==> src/rtl/scroll_engine.sv <==
// scroll_engine: rotating display pattern with a prescaled step timer,
// direction control, parallel load and a saturating speed register.
module scroll_engine #(
    parameter int WIDTH      = 32,
    parameter int STEP       = 4,
    parameter int SPEED_W    = 8,
    parameter int SPEED_MIN  = 10,
    parameter int SPEED_MAX  = 100,
    parameter int SPEED_DEF  = 50,
    parameter int SPEED_STEP = 10,
    parameter int PRESCALE   = 50000
) (
    input  logic               clock,
    input  logic               resetn,     // synchronous, active-high despite the name
    input  logic               enable,
    input  logic               dir,
    input  logic               load,
    input  logic [WIDTH-1:0]   load_data,
    input  logic               speedup,
    input  logic               speeddown,
    output logic [WIDTH-1:0]   Q,
    output logic [SPEED_W-1:0] speed,
    output logic               step,
    output logic               running
);

    // Speed arithmetic carries one spare bit so that sums and differences
    // can be range-checked before being narrowed back to SPEED_W.
    localparam int SW   = SPEED_W + 1;
    localparam int PS_W = (PRESCALE > 1) ? $clog2(PRESCALE) : 1;

    localparam logic [SW-1:0]      LP_MIN     = SW'(SPEED_MIN);
    localparam logic [SW-1:0]      LP_MAX     = SW'(SPEED_MAX);
    localparam logic [SW-1:0]      LP_STEP    = SW'(SPEED_STEP);
    localparam logic [SPEED_W-1:0] LP_DEF     = SPEED_W'(SPEED_DEF);
    localparam logic [PS_W-1:0]    LP_PS_LAST = PS_W'(PRESCALE - 1);

    typedef enum logic {
        ST_IDLE,
        ST_RUN
    } state_t;

    state_t               r_state;
    state_t               w_state_next;
    logic [PS_W-1:0]      r_ps_cnt;
    logic [SW-1:0]        r_step_cnt;
    logic [WIDTH-1:0]     r_q;
    logic [SPEED_W-1:0]   r_speed;
    logic                 r_step;
    logic                 r_running;

    logic                 w_tick;
    logic [SW-1:0]        w_interval_m1;
    logic                 w_due;
    logic                 w_rotate;
    logic                 w_counting;
    logic [WIDTH-1:0]     w_rotated;
    logic [SW-1:0]        w_speed_sum;
    logic [SW-1:0]        w_speed_diff;
    logic [SPEED_W-1:0]   w_speed_next;

    // State register.
    always_ff @(posedge clock) begin
        // NOTE: sequential state uses non-blocking assignments so every flop
        // samples pre-edge values regardless of block ordering.
        if (resetn) r_state <= ST_IDLE;
        else        r_state <= w_state_next;
    end

    // Next-state logic: RUN follows enable.
    always_comb begin
        // NOTE: default assigned first so no path through this block leaves
        // the output unassigned, which would infer a latch.
        w_state_next = r_state;
        case (r_state)
            ST_IDLE: if (enable)  w_state_next = ST_RUN;
            ST_RUN:  if (!enable) w_state_next = ST_IDLE;
            default:              w_state_next = ST_IDLE;
        endcase
    end

    // Timer decode: a tick ends each prescale period, a step is due once the
    // tick count reaches the current interval (>= so a faster speed never
    // lets the count run past the threshold).
    assign w_tick        = (r_state == ST_RUN) && (r_ps_cnt == LP_PS_LAST);
    assign w_interval_m1 = LP_MAX - {1'b0, r_speed};
    assign w_due         = w_tick && (r_step_cnt >= w_interval_m1);
    assign w_rotate      = w_due && !load;   // a load swallows a due step
    // Counters only advance while RUN persists; IDLE, leaving RUN and load
    // all force them back to zero so the next run restarts from a clean count.
    assign w_counting    = (r_state == ST_RUN) && (w_state_next == ST_RUN) && !load;
    assign w_rotated     = dir ? {r_q[STEP-1:0], r_q[WIDTH-1:STEP]}
                               : {r_q[WIDTH-STEP-1:0], r_q[WIDTH-1:WIDTH-STEP]};

    // Prescale and step counters.
    always_ff @(posedge clock) begin
        if (resetn || !w_counting) begin
            r_ps_cnt   <= '0;
            r_step_cnt <= '0;
        end else if (w_tick) begin
            r_ps_cnt   <= '0;
            r_step_cnt <= w_due ? '0 : r_step_cnt + SW'(1);
        end else begin
            r_ps_cnt   <= r_ps_cnt + PS_W'(1);
        end
    end

    // Pattern register and step pulse; load outranks rotation.
    always_ff @(posedge clock) begin
        if (resetn) begin
            r_q    <= '0;
            r_step <= 1'b0;
        end else begin
            r_step <= w_rotate;
            if (load)          r_q <= load_data;
            else if (w_rotate) r_q <= w_rotated;
        end
    end

    // Saturating speed update; a wrapped difference shows up in the spare
    // top bit, which catches underflow before the minimum clamp.
    assign w_speed_sum  = {1'b0, r_speed} + LP_STEP;
    assign w_speed_diff = {1'b0, r_speed} - LP_STEP;

    always_comb begin
        w_speed_next = r_speed;
        if (speedup && !speeddown) begin
            w_speed_next = (w_speed_sum > LP_MAX) ? LP_MAX[SPEED_W-1:0]
                                                  : w_speed_sum[SPEED_W-1:0];
        end else if (speeddown && !speedup) begin
            w_speed_next = (w_speed_diff[SW-1] || (w_speed_diff < LP_MIN))
                         ? LP_MIN[SPEED_W-1:0] : w_speed_diff[SPEED_W-1:0];
        end
    end

    // Speed and running registers.
    always_ff @(posedge clock) begin
        if (resetn) begin
            r_speed   <= LP_DEF;
            r_running <= 1'b0;
        end else begin
            r_speed   <= w_speed_next;
            r_running <= (w_state_next == ST_RUN);
        end
    end

    assign Q       = r_q;
    assign speed   = r_speed;
    assign step    = r_step;
    assign running = r_running;

endmodule

==> config.mk <==
export PLATFORM = sky130hd
export DESIGN_NAME = scroll_engine
export DESIGN_NICKNAME = d
export VERILOG_FILES = /design/src/rtl/scroll_engine.sv
export SDC_FILE = /design/constraint.sdc
export NUM_CORES = 1
export LEC_CHECK = 0
export ABC_AREA = 1
export BUFFER_PORTS_ARGS = -buffer_cell sky130_fd_sc_hd__buf_2
export CORE_ASPECT_RATIO = 1.25
export CORE_UTILIZATION = 35
export CTS_CLUSTER_SIZE = 12
export DETAILED_ROUTE_END_ITERATION = 10
export MAX_ROUTING_LAYER = met4
export PLACE_DENSITY = 0.59
export SLEW_MARGIN = 15
export SYNTH_ARGS = -nofsm -noshare
export SYNTH_HDL_FRONTEND = slang
export SYNTH_SLANG_ARGS = --single-unit
==> constraint.sdc <==
create_clock -name clock -period 5.15 [get_ports clock]
set_input_delay 0.2575 -clock clock [delete_from_list [all_inputs] [get_ports clock]]
set_output_delay 0.2575 -clock clock [all_outputs]
set_load 0.01 [all_outputs]
==> results.py, run 1 <==
metrics = {
    "placed_design": {
        "hpwl_mm": 8.03,
        "numPortBuffers": 79,
        "gp_congestion": 0.919,
    },
    "logic_synthesis": {
        "synth_compound_area_share_pct": 17.7,
        "netlist_area_um2": 4100,
        "syn_inst": 635,
        "ys_types": 34,
        "ys_async_sr_fraction_pct": 0,
        "yosys_warnings": 0,
        "syn_nets": 689,
        "synth_mux_area_share_pct": 0,
        "ys_seq_area_share_pct": 32.3,
        "synthXorXnorAreaFrac_pct": 2.99,
        "synthAdderAreaFrac_pct": 4.58,
        "synth-simple-area-share_pct": 32.0,
        "ys_ff_latch": 66,
        "synth_edf_count": 0,
        "syn_area_per_cell_um2": 6.45,
        "synth_flop_cell": "dfxtp_1",
        "synth_top_family_by_area": "simple AND/OR/NAND/NOR gates",
    },
    "die": {
        "start_util_pct": 36.4,
        "dieArea_um2": 12100,
        "die_w_um": 98.8,
        "design.portCount": 81,
        "die-height_um": 123,
        "row_count": 43,
        "core-area_um2": 11200,
    },
    "cells_and_area": {
        "drive_gt1_share_pct": 17.1,
        "area_growth_pct": 17.8,
        "nNetsFinal": 749,
        "mostFrequentLayoutCells": "nand2_1, nor2_1, o21ai_0, buf_2, dfxtp_1",
        "final_common_cell": "nand2_1",
        "diodes": 0,
    },
    "timing": {
        "fin_worst_skew_ns": 0.00459,
        "slew_headroom_pct": 32.2,
        "max_freq_ghz": 0.354,
        "setup_viol": 0,
        "drv_slew": 0,
        "fin_crit_ns": 2.83,
        "fin_setup_tns_ns": 0,
        "hold_viol": 0,
        "fin_crit_sh_pct": 54.9,
        "worstMarginPinSlew_ns": 1.02,
        "rsz0062_at_grt": "false",
    },
    "clock_tree": {
        "cts_resized": 0,
        "cts_tree": "yes",
        "clock_latency_ns": 0.33,
        "hold_buffers": 0,
        "cts_root_buf": "clkbuf_16",
        "cts-buffers-inserted": 9,
        "clk_path_buf_depth": 2,
        "htreeDepth": 3,
        "clk_pin_slew_ns": 0.06,
        "numClockSinks": 66,
        "post_cts_buffers": 0,
    },
    "worst_setup_path": {
        "r2r_slack_ns": 2.32,
        "path_class": "reg2reg",
        "critPathSlowestCell": "dfxtp_1",
        "cp_slowest_stage_delay_ns": 0.46,
        "reg2reg_to": "Q[19]",
        "start_kind": "register",
        "path_cells": "inv_1 -> ha_1 -> o21ai_0 -> xor2_1 -> ha_1 -> nand2_1 -> nor2_1 -> nand4_1 -> nand3_1 -> nand2_4 -> nand2_8 -> inv_4 -> nor2_1 -> nor2_1",
        "critPathBufInv": 2,
        "worstPathRequired_ns": 5.42,
        "startpoint": "speed[1]",
        "crit_family": "simple AND/OR/NAND/NOR gates",
        "cp_num_cells": 14,
        "rr_worst_depth": 14,
        "critPathMaxFanout": 33,
        "path_common_cell": "nor2_1",
        "arrival_ns": 3.10,
        "crit_end": "Q[19]",
        "reg2reg_from": "speed[1]",
        "crit_path_end_kind": "register",
    },
    "min_path": {
        "hold_depth": 3,
        "min_path_type": "in2reg",
    },
    "global_route": {
        "grt_pass1_vias": 3773,
        "grt_pass1_wl_mm": 17.7,
        "use_met3_pct": 4.30,
        "grt_max_degree": 68,
        "grt-ovfl-total": 0,
        "gr-max-usage-layer": "met2",
        "grt_util_met1_pct": 23.4,
        "grtUsageTotal_pct": 18.9,
        "antenna_found_initial": 0,
        "use_met2_pct": 30.2,
    },
    "route": {
        "postRouteAntennaNets": 0,
        "detail_route.wl_per_cell_um": 13.1,
        "routed_wl_mm": 10.9,
        "firstDrtPassIters": 4,
        "drcViolationCount": 0,
        "num_vias": 4133,
        "avgViaCountPerCell": 4.95,
        "drt_iter0_markers": 189,
    },
    "flow_run": {
        "cap_violations": 0,
    },
    "power": {
        "vdd_drop_max_mv": 0.159,
        "power_w": 0.00152,
        "power_density_nw_per_um2": 316,
        "power.leakage_nw": 2.21,
    },
    "run_status": {
        "status": "completed",
    },
}
-- state kept, by name (all words and copies together), names as in the netlist --
| register | count |
|---|---|
| Q | 32 |
| r_ps_cnt | 16 |
| r_step_cnt | 9 |
| running | 1 |
| speed | 7 |
| step | 1 |
-- cell usage after synthesis, types with 2 or more instances --
master / instances / area share, %
o21ai_1: 7 / 0.86
inv_1: 63 / 5.8
o21ai_0: 86 / 11
nor3_2: 2 / 0.49
a21oi_1: 46 / 5.6
nand3_1: 23 / 2.8
clkbuf_1: 19 / 1.7
xor2_1: 13 / 2.8
a31oi_1: 2 / 0.31
nor4_1: 2 / 0.31
inv_2: 2 / 0.18
nor2_2: 14 / 2.1
nand4_1: 11 / 1.7
nor2_1: 96 / 8.8
nor3_1: 8 / 0.98
buf_2: 4 / 0.49
nand2_1: 132 / 12
buf_6: 6 / 1.6
ha_1: 15 / 4.6
dfxtp_1: 66 / 32
nand3b_1: 5 / 0.92
-- layout make-up --
cell class,instances,area (µm²)
Sequential cell,66,1320
Clock inverter,6,90.1
Fill cell,1195,6420
Clock buffer,10,239
Multi-Input combinational cell,472,2350
Tap cell,135,169
Timing Repair Buffer,79,395
Inverter,67,259
-- worst reg2reg max path, stage by stage (launching register included) --
cell and delay, ns:
dfxtp_1 0.46, inv_1 0.14, ha_1 0.21, o21ai_0 0.22, xor2_1 0.18, ha_1 0.25
nand2_1 0.06, nor2_1 0.05, nand4_1 0.07, nand3_1 0.19, nand2_4 0.19, nand2_8 0.16
inv_4 0.37, nor2_1 0.11, nor2_1 0.11
-- metrics by stage --
step / instance area [µm²] / utilization (%) / hold WS (ns) / worst slack [ns] / std cells
finish: 4820 / 42.9 / 0.164 / 2.32 / 835
global route: 4820 / 42.9 / 0.165 / 1.97 / 835
floorplan: 4100 / - / 0.391 / 2.81 / 635
detailed placement: 4490 / 40.0 / 0.441 / 2.36 / 819
global placement: 4490 / 40.0 / 0.429 / 2.46 / 819
CTS: 4820 / 42.9 / 0.155 / 2.33 / 835
-- routing by layer --
| metal | part of all wire, % | wire length [µm] |
|---|---|---|
| met5 | 0 | 0 |
| met4 | 1.8 | 199 |
| met3 | 5.0 | 546 |
| met2 | 46 | 5050 |
| met1 | 47 | 5120 |
-- kinds of logic after synthesis --
family | after synthesis
XOR/XNOR | 14
other | 1
AND/OR/NAND/NOR | 299
adder cells (fa/ha/maj) | 15
buffers and inverters | 97
AO/OA/AOI/OAI | 143
flip-flops | 66
-- how the worst min path moves through the flow --
stage,from,to,slack [ns]
4_1_cts,enable,running,0.15
3_3_place_gp,r_ps_cnt[0],r_ps_cnt[0],0.43
6_report,enable,running,0.16
3_5_place_dp,r_ps_cnt[0],r_ps_cnt[0],0.44
2_1_floorplan,enable,running,0.39
5_1_grt,enable,running,0.16
-- where the power goes --
group | internal [W] | switching (W) | leakage, nW | total, W
clock | 0.000437 | 0.000234 | 0.147 | 0.000670
combinational | 0.000102 | 0.000179 | 1.52 | 0.000280
sequential | 0.000538 | 0.0000357 | 0.541 | 0.000573
No activity file was read; power rests on OpenSTA's default activity.
==> inputs of run 2 (changes only) <==
- ABC_AREA: 1 -> 0
- PLACE_DENSITY: 0.59 -> 0.61
- clock period: 5.15 -> 2.3 ns (I/O delays scaled with it)
==> run 2 against run 1 <==
  * The run now ends with DRC, setup timing left
  * Cell area is 5.0% higher
  * Global-route usage is 0.76 points higher
  * Non-clock buffer count is 30 higher
  * Worst hold slack worse by 0.15 ns
  * Combinational power grew to 3.1 times the previous value
  * Synthesized cell count is 15% lower
  * Register-to-register slack worse by 2.7 ns
  * Highest routed layer unchanged
==> results.py, run 2 <==
metrics = {
    "logic_synthesis": {
        "ys_async_sr_fraction_pct": 0,
        "syn_inst": 537,
        "synth_top_cell_area_share_pct": 32.6,
        "synth.most_common_cell": "nand2_1",
        "netlist_top_cells_count": "nand2_1, dfxtp_1, a21oi_1",
        "synth_flop_cell": "dfxtp_1",
        "ys_ff_latch": 66,
        "yosys_warnings": 0,
        "yosysTopAreaCell": "dfxtp_1",
        "synthTopCellsByArea": "dfxtp_1, nand2_1, mux2i_1, a21oi_1, o21ai_0",
        "netlist_area_um2": 4060,
        "synth_edf_count": 0,
        "syn_nets": 591,
        "ys_types": 54,
        "syn_area_per_cell_um2": 7.55,
        "ys_seq_area_share_pct": 32.6,
    },
    "cells_and_area": {
        "drive_gt1_share_pct": 22.7,
        "largest_reg_flops": 32,
        "final_common_cell": "nand2_1",
        "fillers": 1164,
        "nNetsFinal": 675,
        "mostFrequentLayoutCells": "nand2_1, buf_2, dfxtp_1, a21oi_1, o21ai_0",
        "area_growth_pct": 24.8,
        "fin_util_pct": 45.2,
    },
    "worst_setup_path": {
        "start_kind": "register",
        "path_cells": "ha_4 -> or2_4 -> o211ai_1 -> xor2_1 -> ha_1 -> nand2_2 -> nor2_1 -> a2111o_1 -> a21oi_4 -> buf_12 -> nand2_1 -> a21oi_1",
        "critPathSlowestCell": "a2111o_1",
        "arrival_ns": 2.89,
        "reg2reg_to": "Q[1]",
        "cp_num_cells": 12,
        "startpoint": "speed[2]",
        "worstPathRequired_ns": 2.55,
        "critPathMaxFanout": 32,
        "r2r_slack_ns": -0.34,
        "rr_worst_depth": 12,
        "critPathBufInv": 1,
        "crit_path_end_kind": "register",
        "path_class": "reg2reg",
        "crit_family": "compound AO/OA/AOI/OAI gates",
        "reg2reg_from": "speed[2]",
        "cp_slowest_stage_delay_ns": 0.42,
    },
    "min_path": {
        "hold_depth": 2,
        "min_to": "running",
        "hp-start": "resetn",
        "min_path_type": "in2reg",
    },
    "clock_tree": {
        "numClockSinks": 66,
        "htreeDepth": 3,
        "cts-buffers-inserted": 9,
        "clock_latency_ns": 0.33,
        "clk_path_buf_depth": 2,
        "cts_root_buf": "clkbuf_16",
        "clk_pin_slew_ns": 0.06,
        "cts_tree": "yes",
    },
    "power": {
        "internal_power_w": 0.00261,
        "power_density_nw_per_um2": 711,
        "vdd_drop_max_mv": 0.322,
        "power_w": 0.00360,
        "clkPwrFrac_pct": 40.8,
        "seqPwrFrac_pct": 34.9,
        "power.leakage_nw": 2.14,
        "sw_frac_of_total_pct": 27.6,
        "pwr-share-comb_pct": 24.3,
        "p_sw_w": 0.000993,
    },
    "timing": {
        "fin_worst_skew_ns": 0.0103,
        "setup_viol": 42,
        "worstMarginPinSlew_ns": 0.555,
        "fin_crit_sh_pct": 115,
        "slew_headroom_pct": 62.7,
        "drv_slew": 0,
        "fin_crit_ns": 2.64,
        "hold_viol": 0,
        "max_freq_ghz": 0.379,
        "fin_setup_tns_ns": -12.88,
        "rsz0062_at_grt": "true",
        "setup_slack_ns": -0.338,
    },
    "die": {
        "die_w_um": 98.3,
        "start_util_pct": 36.2,
        "design.portCount": 81,
        "dieArea_um2": 12000,
        "row_count": 43,
        "core-area_um2": 11200,
        "die-height_um": 122,
    },
    "placed_design": {
        "pre_cts_ws_ns": -0.321,
        "hpwl_mm": 8.12,
        "numPortBuffers": 79,
        "gp_congestion": 0.887,
    },
    "global_route": {
        "antenna_found_initial": 1,
        "grt_max_degree": 50,
        "grtUsageTotal_pct": 19.7,
        "grt_pass1_vias": 3870,
        "grt-ovfl-total": 0,
        "grt_pass1_wl_mm": 18.5,
    },
    "flow_run": {
        "cap_violations": 0,
    },
    "route": {
        "drt_iter0_markers": 196,
        "num_vias": 4010,
        "drcViolationCount": 2,
        "detail_route.wl_per_cell_um": 14.5,
        "avgViaCountPerCell": 5.27,
        "firstDrtPassIters": 8,
        "postRouteAntennaNets": 0,
        "routed_wl_mm": 11.0,
    },
    "run_status": {
        "status": "finished with violations",
        "violations": "DRC, setup timing",
    },
}
==> run 2: worst reg2reg max path: cells and delay by family (launching register included) <==
| kind | cells | cell delay [ns] |
|---|---|---|
| and+or+nand+nor | 4 | 0.44 |
| adders and majority gates | 2 | 0.43 |
| AOI/OAI and AO/OA | 4 | 0.96 |
| buffers and inverters | 1 | 0.19 |
| xor gates and xnor gates | 1 | 0.19 |
| DFF | 1 | 0.36 |
==> run 2: cell families (layout without fill, tap and decap cells) <==
kind of cell               Yosys count  in the layout  share of synthesized area [%]
xor gates and xnor gates            16             16                           3.45
muxes                               36             36                           8.88
other                                1              2                         0.0924
DFF                                 66             66                           32.6
buffers and inverters               42            130                           5.34
and+or+nand+nor                    226            226                           25.4
AOI/OAI and AO/OA                  135            135                           19.6
adders and majority gates           15             15                           4.63
==> run 2: layer usage <==
layer  GRT usage [%]  up-vias  share of wire (%)
li1                -     2039                  -
met1            23.1     1873                 43
met2            34.3       91                 52
met3            3.59        7                4.1
met4            6.16        0               0.94
met5               -        -                  0
==> run 2: timing repair <==
action	in CTS	in global routing
buffers inserted	1	0
setup endpoints to repair	45	46
pin swaps	1	2
hold buffers	0	0
resized for setup	5	6
gates cloned	0	0
==> run 2: metrics by stage <==
| stage | hold slack, ns | area [µm²] | std cells |
|---|---|---|---|
| after floorplan | 0.198 | 4080 | 537 |
| after global placement | 0.364 | 4690 | 744 |
| after detailed placement | 0.370 | 4690 | 744 |
| after CTS | 0.0227 | 5040 | 760 |
| after global routing | 0.0354 | 5060 | 761 |
| final | 0.0138 | 5060 | 761 |
==> run 2: worst max path at each step <==
stage	endpoint	slack, ns
after floorplan	Q[22]	-0.21
after global placement	r_step_cnt[5]	-0.28
after detailed placement	r_step_cnt[5]	-0.32
after CTS	r_step_cnt[5]	-0.35
after global routing	r_step_cnt[4]	-0.51
final	Q[1]	-0.34
==> run 2: final cells by class <==
type                    count  area [µm²]  share of cell area, %
multi-input cells         429        2570                   50.8
flip-flops and latches     66        1330                   26.2
repair buffers            109         646                   12.8
clock buffers              13         260                   5.14
well taps                 135         169                   3.34
clock inverters             2        60.1                   1.19
inverters                   6        25.0                  0.494
diodes                      1        2.50                 0.0494
==> run 2: power groups by stage <==
stage	logic, W	registers, W	clock network, W
after global placement	0.000826	0.00128	0
after CTS	0.000864	0.00126	0.00150
after global routing	0.000970	0.00126	0.00156
after detailed placement	0.000836	0.00128	0
final	0.000874	0.00126	0.00147
after floorplan	0.000515	0.00129	0
